==> src/rtl/mem_ctrl.sv <==
// rtl/mem_ctrl.sv - byte-wide RAM controller arbitrating instruction fetch and load/store
// Optional perf counters: define MEM_CTRL_PERF_CNT_EN.
module mem_ctrl #(
  parameter int RAM_AW = 17
) (
  input  logic              clk,
  input  logic              rst,
  input  logic              if_req,
  input  logic [31:0]       if_addr,
  output logic              if_done,
  output logic [31:0]       if_data,
  input  logic              mem_req,
  input  logic              mem_we,
  input  logic [31:0]       mem_addr,
  input  logic [2:0]        mem_len,
  input  logic [31:0]       mem_wdata,
  output logic              mem_done,
  output logic [31:0]       mem_rdata,
  input  logic [7:0]        ram_din,
  output logic [7:0]        ram_dout,
  output logic [RAM_AW-1:0] ram_a,
  output logic              ram_wr
`ifdef MEM_CTRL_PERF_CNT_EN
  ,
  output logic [31:0]       perf_if_cnt,
  output logic [31:0]       perf_mem_cnt
`endif
);

  typedef enum logic [1:0] {IDLE, READ, WRITE, DONE} state_t;

  state_t            state, state_nx;
  logic [RAM_AW-1:0] addr_q;
  logic [2:0]        len_q;
  logic [2:0]        cnt_q;
  logic [2:0]        cnt_m1;
  logic [31:0]       wdata_q;
  logic              is_mem_q;
  logic [31:0]       rbuf_q, rbuf_nx;
  logic [31:0]       if_data_q, mem_rdata_q;
  logic [RAM_AW-1:0] byte_addr;
  logic              unused_bits;

  assign unused_bits = ^{if_addr[31:RAM_AW], mem_addr[31:RAM_AW], cnt_m1[2]};
  assign if_data     = if_data_q;
  assign mem_rdata   = mem_rdata_q;
  assign byte_addr   = addr_q + RAM_AW'(cnt_q);

  function automatic logic [2:0] len_dec(input logic [2:0] l);
    case (l)
      3'd1:    return 3'd1;
      3'd2:    return 3'd2;
      default: return 3'd4;
    endcase
  endfunction

  always_ff @(posedge clk) begin
    if (!rst) state <= IDLE;
    else      state <= state_nx;
  end

  // Outputs are gated by reset so a write in flight never lands on the reset edge.
  always_comb begin
    state_nx = state;
    ram_wr   = 1'b0;
    ram_a    = '0;
    ram_dout = '0;
    if_done  = 1'b0;
    mem_done = 1'b0;
    rbuf_nx  = rbuf_q;
    cnt_m1   = cnt_q - 3'd1;
    if (rst) begin
      case (state)
        IDLE: begin
          if (mem_req)     state_nx = mem_we ? WRITE : READ;
          else if (if_req) state_nx = READ;
        end
        READ: begin
          if (cnt_q < len_q) ram_a = byte_addr;
          if (cnt_q != 3'd0) rbuf_nx[{cnt_m1[1:0], 3'b000} +: 8] = ram_din;
          if (cnt_q == len_q) state_nx = DONE;
        end
        WRITE: begin
          ram_wr   = 1'b1;
          ram_a    = byte_addr;
          ram_dout = wdata_q[{cnt_q[1:0], 3'b000} +: 8];
          if (cnt_q == len_q - 3'd1) state_nx = DONE;
        end
        DONE: begin
          if_done  = ~is_mem_q;
          mem_done = is_mem_q;
          state_nx = IDLE;
        end
        default: state_nx = IDLE;
      endcase
    end
  end

  always_ff @(posedge clk) begin
    if (!rst) begin
      addr_q      <= '0;
      len_q       <= '0;
      cnt_q       <= '0;
      wdata_q     <= '0;
      is_mem_q    <= 1'b0;
      rbuf_q      <= '0;
      if_data_q   <= '0;
      mem_rdata_q <= '0;
    end else begin
      case (state)
        IDLE: begin
          cnt_q  <= '0;
          rbuf_q <= '0;
          if (mem_req) begin
            is_mem_q <= 1'b1;
            addr_q   <= mem_addr[RAM_AW-1:0];
            len_q    <= len_dec(mem_len);
            wdata_q  <= mem_wdata;
          end else if (if_req) begin
            is_mem_q <= 1'b0;
            addr_q   <= if_addr[RAM_AW-1:0];
            len_q    <= 3'd4;
            wdata_q  <= '0;
          end
        end
        READ: begin
          cnt_q  <= cnt_q + 3'd1;
          rbuf_q <= rbuf_nx;
          if (cnt_q == len_q) begin
            if (is_mem_q) mem_rdata_q <= rbuf_nx;
            else          if_data_q   <= rbuf_nx;
          end
        end
        WRITE:   cnt_q <= cnt_q + 3'd1;
        default: ;
      endcase
    end
  end

`ifdef MEM_CTRL_PERF_CNT_EN
  always_ff @(posedge clk) begin
    if (!rst) begin
      perf_if_cnt  <= '0;
      perf_mem_cnt <= '0;
    end else begin
      if (if_done)  perf_if_cnt  <= perf_if_cnt + 32'd1;
      if (mem_done) perf_mem_cnt <= perf_mem_cnt + 32'd1;
    end
  end
`endif

endmodule

==> config.mk <==
export PLATFORM = sky130hd
export DESIGN_NAME = mem_ctrl
export DESIGN_NICKNAME = d
export VERILOG_FILES = /design/src/rtl/mem_ctrl.sv
export SDC_FILE = /design/constraint.sdc
export NUM_CORES = 1
export LEC_CHECK = 0
export CORE_MARGIN = 3
export CORE_UTILIZATION = 50
export CTS_BUF_LIST = sky130_fd_sc_hd__clkbuf_4 sky130_fd_sc_hd__clkbuf_8 sky130_fd_sc_hd__clkbuf_16
export CTS_CLUSTER_DIAMETER = 80
export DETAILED_ROUTE_END_ITERATION = 8
export HOLD_SLACK_MARGIN = 0.08
export PLACE_DENSITY = 0.78
export SLEW_MARGIN = 20
export SYNTH_ARGS = -nofsm -noshare
export SYNTH_HDL_FRONTEND = slang
export SYNTH_SLANG_ARGS = --single-unit
==> constraint.sdc <==
create_clock -name clk -period 5.75 [get_ports clk]
set_input_delay 1.15 -clock clk [delete_from_list [all_inputs] [get_ports clk]]
set_output_delay 1.15 -clock clk [all_outputs]
set_load 0.01 [all_outputs]
## After elaboration in Yosys (flattened, before gate mapping)

Index checks and enable logic that the tools add are counted.
Widths: inputs -> output; s select.

- Shift operators: 3
- Equality and inequality tests: 10
- Bitwise operators: 1
- Add/subtract/negate cells: 5
- Mux-type cells: 30
- Reductions and logical operators: 10
- Order comparisons: 1

Operator list:

| operator | count |
|---|---|
| $mux 32 | 3 |
| $mux 17 | 4 |
| $pmux 32 s2 | 1 |
| $pmux 17 s2 | 1 |
| $bwmux 32 | 1 |
| $shift 8x7->32 const A | 1 |
| $shiftx 32x6->8 | 1 |
| $shiftx 8x7->32 | 1 |
| $add 17x3->17 | 1 |
| $mux 8 | 2 |
| $pmux 3 s2 | 2 |
| $mux 2 | 5 |
| $reduce_and 3->1 | 3 |
| $mux 1 | 8 |
| $pmux 2 s4 | 1 |
| $neg 5->7 | 1 |
| $eq 3x3->1 | 2 |
| $mux 3 | 2 |
| $reduce_bool 2->1 | 3 |
| $eq 2x2->1 const B | 2 |
| $ne 2x2->1 const B | 2 |
| $add 3x1->3 const B | 1 |
| $eq 3x1->1 const B | 1 |
| $eq 3x2->1 const B | 1 |
| 10 further kinds | 10 |

- Output and inout port bits: 92
- Input bits: 112
- Word-level logic and storage cells: 69
- Register bits after elaboration: 154

## Logic depth before layout (Yosys ltp)

- Word-level depth: 6
- Mapped depth: 9
- Depth with buffers taken out: 7

## Worst setup path before layout

OpenSTA, ideal clock, no wires.

- Path type: register -> output
- Start point: register cnt_q[1]
- End point: output port ram_a[16]
- Path slack: 2.210 ns
- Cell stages (with the launch flop): 9
- Arrival time: 2.390 ns
- Required time: 4.600 ns
- Path buffers: 2
- Path through: dfxtp_1 -> clkbuf_1 -> inv_1 -> fa_1 -> nor2b_1 -> clkbuf_1 -> o211ai_1 -> or4_1 -> a21oi_1

- Longest elaborated chain between the ends: 4
- Elaborated cells on any way between the ends: 5
- Classes of those cells: 1 x add/sub; 1 x order compare; 3 x mux

Ends and longest elaborated chain:

| element | line | RTL |
|---|---|---|
| from (decl) | 35 | `logic [2:0] cnt_q;` |
| from (signal assigned) | 127 | `cnt_q <= cnt_q + 3'd1;` |
| from (signal assigned) | 134 | `WRITE: cnt_q <= cnt_q + 3'd1;` |
| $add 17x3->17 or $lt 3x3->1 (tied branches) | 47, 79 |  |
| $mux 17 | 79 | `if (cnt_q < len_q) ram_a = byte_addr;` |
| $pmux 17 s2 * | 73 | `case (state)` |
| $mux 17 * | 72 | `if (rst) begin` |
| to (decl) | 21 | `output logic [RAM_AW-1:0] ram_a,` |

Every way passes the cells marked *; elsewhere a longest branch is shown, timed or not.

## Worst setup path after layout

- Start point: register addr_q[0]
- End point: output port ram_a[16]

- Longest elaborated chain between the ends: 4

Ends and longest elaborated chain:

| element | line | RTL |
|---|---|---|
| from (decl) | 33 | `logic [RAM_AW-1:0] addr_q;` |
| from (signal assigned) | 116 | `addr_q <= mem_addr[RAM_AW-1:0];` |
| from (signal assigned) | 121 | `addr_q <= if_addr[RAM_AW-1:0];` |
| $add 17x3->17 * | 47 | `assign byte_addr = addr_q + RAM_AW'(cnt_q);` |
| $mux 17 | 79 |  |
| $pmux 17 s2 * | 73 |  |
| $mux 17 * | 72 |  |

Marks and branches as above.

==> run_results.csv <==
group,metric,value,unit
status,outcome,"finished clean",
sta,min_period_over_period,74.4,%
floorplanning,core_area,14600,µm²
layout,fin_nets,1119,
logic_synthesis,synth_fp_nets,987,
logic_synthesis,synthArstFlopShare,0,%
global_routing,grt_overflow,0,
cts,cts_setup_buffers,0,
pwr,vdd_drop_max,0.000205,V
logic_synthesis,synth_area,7530,µm²
pwr,combPwrFrac,35.4,%
cts,hold_buffers,0,
critical_path,cp.arrival,3.13,ns
sta,post-route-min-period,4.28,ns
floorplanning,die_x,129,µm
drt,vias_per_cell,5.59,
critical_path,r2r-start,"cnt_q[0]",
placement,hpwl,12500,µm
cts,cts_resized,0,
global_routing,first_global_vias,6070,
drt,via_count,6621,
pwr,internal_power,2490,µW
placement,place_congestion,0.797,
drt,drtAntennaViolNets,0,
cts,root_buffer,"clkbuf_16",
logic_synthesis,synthFlopType,"dfxtp_1",
floorplanning,die_h,129,µm
logic_synthesis,synth.largest_area_cell,"dfxtp_1",
layout,drive_above_1_share,11.7,%
critical_path,critPathMaxFanout,8,
cts,htreeDepth,4,
global_routing,grt_usage,22.7,%
sta,slew_headroom,42.2,%
pwr,fin_total_pwr,3900,µW
layout,synthToLayoutAreaGrowth,31.4,%
placement,io_buffers,173,
drt,drc_errors,0,
placement,dpl_worst_slack,1.62,ns
logic_synthesis,synth_area_leaders,"dfxtp_1 (41%), a211oi_1 (7.3%), nor2_1 (5.9%), a21oi_1 (5.1%), or3b_2 (3.7%)",
min_path,min_from,"wdata_q[18]",
floorplanning,rows,44,
global_routing,antenna_found_initial,0,
sta,fin_skew,0.0101,ns
sta,fin_ws,1.47,ns
logic_synthesis,synth-seq-cells,154,
floorplanning,pin_count,204,
critical_path,cp-startpoint,"addr_q[0]",
layout,fin_util,67.6,%
drt,wl_per_cell,16.1,µm
sta,rsz0062_at_grt,"no",
flow_run,maxCapViolations,0,
pwr,powerDensity,394,nW/µm²
cts,clk_pin_slew,0.06,ns
pwr,power_frac_clock,28.8,%
cts,cts.sinks,154,
logic_synthesis,synth_edf_count,0,
critical_path,start_kind,"flip-flop",
sta,tightest_slew,0.867,ns
sta,max_freq,0.234,GHz
logic_synthesis,syn_area_per_cell,8.79,µm²
critical_path,critical_path_required,4.60,ns
critical_path,path_class,"flip-flop to primary output",
logic_synthesis,ys_seq_area_share,40.9,%
cts,insertion_delay,0.43,ns
global_routing,grt_start_max_net_pins,72,
floorplanning,dieArea,16600,µm²
sta,setup_violations,0,
sta,hold_viol_final,0,
pwr,p_leak,0.00335,µW
logic_synthesis,netlist_instances,857,
drt,finalWirelength,19100,µm
sta,slew_viol_final,0,
layout,antenna_cells,0,
critical_path,worst_setup_path_end_kind,"primary output",
pwr,p_sw,1410,µW
pwr,switching_share,36.1,%
global_routing,grt_pass1_wl,30800,µm
logic_synthesis,synth.most_common_cell,"dfxtp_1",
pwr,p_seq_share,35.8,%
drt,drtIter0Drc,360,
cts,numCtsBuffers,17,
floorplanning,start_util,51.5,%
logic_synthesis,synth_commonest_cells,"dfxtp_1 (154), nor2_1 (119), a21oi_1 (77), a211oi_1 (73), clkbuf_1 (56)",
drt,dr.pass1.iters,7,
logic_synthesis,synth_cell_types,52,
cts,cts_tree,"done",
sta,timing.setup.tns,0,ns
min_path,min_path_type,"flip-flop to flip-flop",
cts,clockBufferDepth,2,
logic_synthesis,yosysTopAreaCellShare,40.9,%
logic_synthesis,ys_warn_count,0,
==> layer usage <==
metal | up-vias | share of wire (%) | GRT usage, %
li1 | 3349 | - | -
met1 | 3082 | 47 | 31.4
met2 | 174 | 45 | 35.2
met3 | 16 | 6.9 | 7.14
met4 | 0 | 0.88 | 5.06
met5 | - | 0 | 0
==> flip-flops by register name, indices dropped and copies added, names as in the netlist <==
signal / flops
if_data: 32
mem_rdata: 32
rbuf_q: 32
wdata_q: 32
addr_q: 17
cnt_q: 3
len_q: 3
state: 2
is_mem_q: 1
==> per-stage QoR <==
stage                     instance area [µm²]  cells  hold slack (ns)
after global routing                     9900   1184            0.468
after floorplan                          7530    857            0.427
after global placement                   9310   1154            0.435
after detailed placement                 9310   1154            0.444
final                                    9900   1184            0.450
after CTS                                9890   1184            0.451
==> placed cells by master (no fill, tap or decap), types with 6 or more instances in the layout <==
| master | n |
|---|---|
| and2_1 | 9 |
| nand2_1 | 46 |
| nor4_2 | 8 |
| clkbuf_16 | 17 |
| nor4_1 | 8 |
| nand2b_1 | 9 |
| a211oi_2 | 8 |
| nand3_1 | 36 |
| nor2_1 | 119 |
| a211oi_1 | 73 |
| a21boi_0 | 24 |
| a32oi_1 | 10 |
| mux2i_1 | 19 |
| dfxtp_1 | 154 |
| xor2_1 | 7 |
| ha_1 | 16 |
| or3b_2 | 32 |
| mux4_2 | 6 |
| o31ai_1 | 6 |
| inv_1 | 24 |
| o21ai_0 | 32 |
| clkdlybuf4s50_1 | 172 |
| nor4_4 | 8 |
| a21oi_1 | 77 |
| buf_4 | 13 |
==> power groups by stage <==
| stage | clock [µW] | sequential (µW) | combinational [µW] |
|---|---|---|---|
| detailed placement | 0 | 1420 | 1370 |
| global route | 1180 | 1420 | 1520 |
| CTS | 1140 | 1400 | 1390 |
| global placement | 0 | 1410 | 1350 |
| floorplan | 0 | 1450 | 864 |
| finish | 1120 | 1400 | 1380 |
==> cells by family (layout without fill, tap and decap cells) <==
logic type | count (synthesis) | in the layout | synth area share (%)
AO/OA/AOI/OAI | 241 | 241 | 21.1
buffers and inverters | 100 | 243 | 5.38
AND/OR/NAND/NOR | 308 | 308 | 23.2
multiplexers | 27 | 27 | 5.01
flip-flops | 154 | 154 | 40.9
XOR/XNOR | 9 | 9 | 1.25
adder cells (fa/ha/maj) | 18 | 18 | 3.09
==> cell type report <==
| type | count | area (µm²) |
|---|---|---|
| fillers | 1218 | 4750 |
| multi-input cells | 603 | 4070 |
| flip-flops and latches | 154 | 3080 |
| repair buffers | 186 | 1820 |
| clock buffers | 18 | 433 |
| well taps | 184 | 230 |
| clock inverters | 12 | 150 |
| inverters | 27 | 104 |
==> final timing paths <==
kind,to,slack (ns),cells past startpoint
max,ram_a[16],1.47,8
min,wdata_q[18],0.45,2
max reg2reg,mem_rdata[23],3.15,7
min reg2reg,wdata_q[18],0.45,2
==> worst max-delay path, stage by stage, from the launching register on <==
cell	delay, ns
dfxtp_1	0.35
ha_1	0.18
inv_1	0.06
fa_1	0.38
nor2b_1	0.45
o211ai_1	0.17
or4_1	0.42
a21oi_1	0.15
clkdlybuf4s50_1	0.56
No activity file was read; power rests on OpenSTA's default activity.
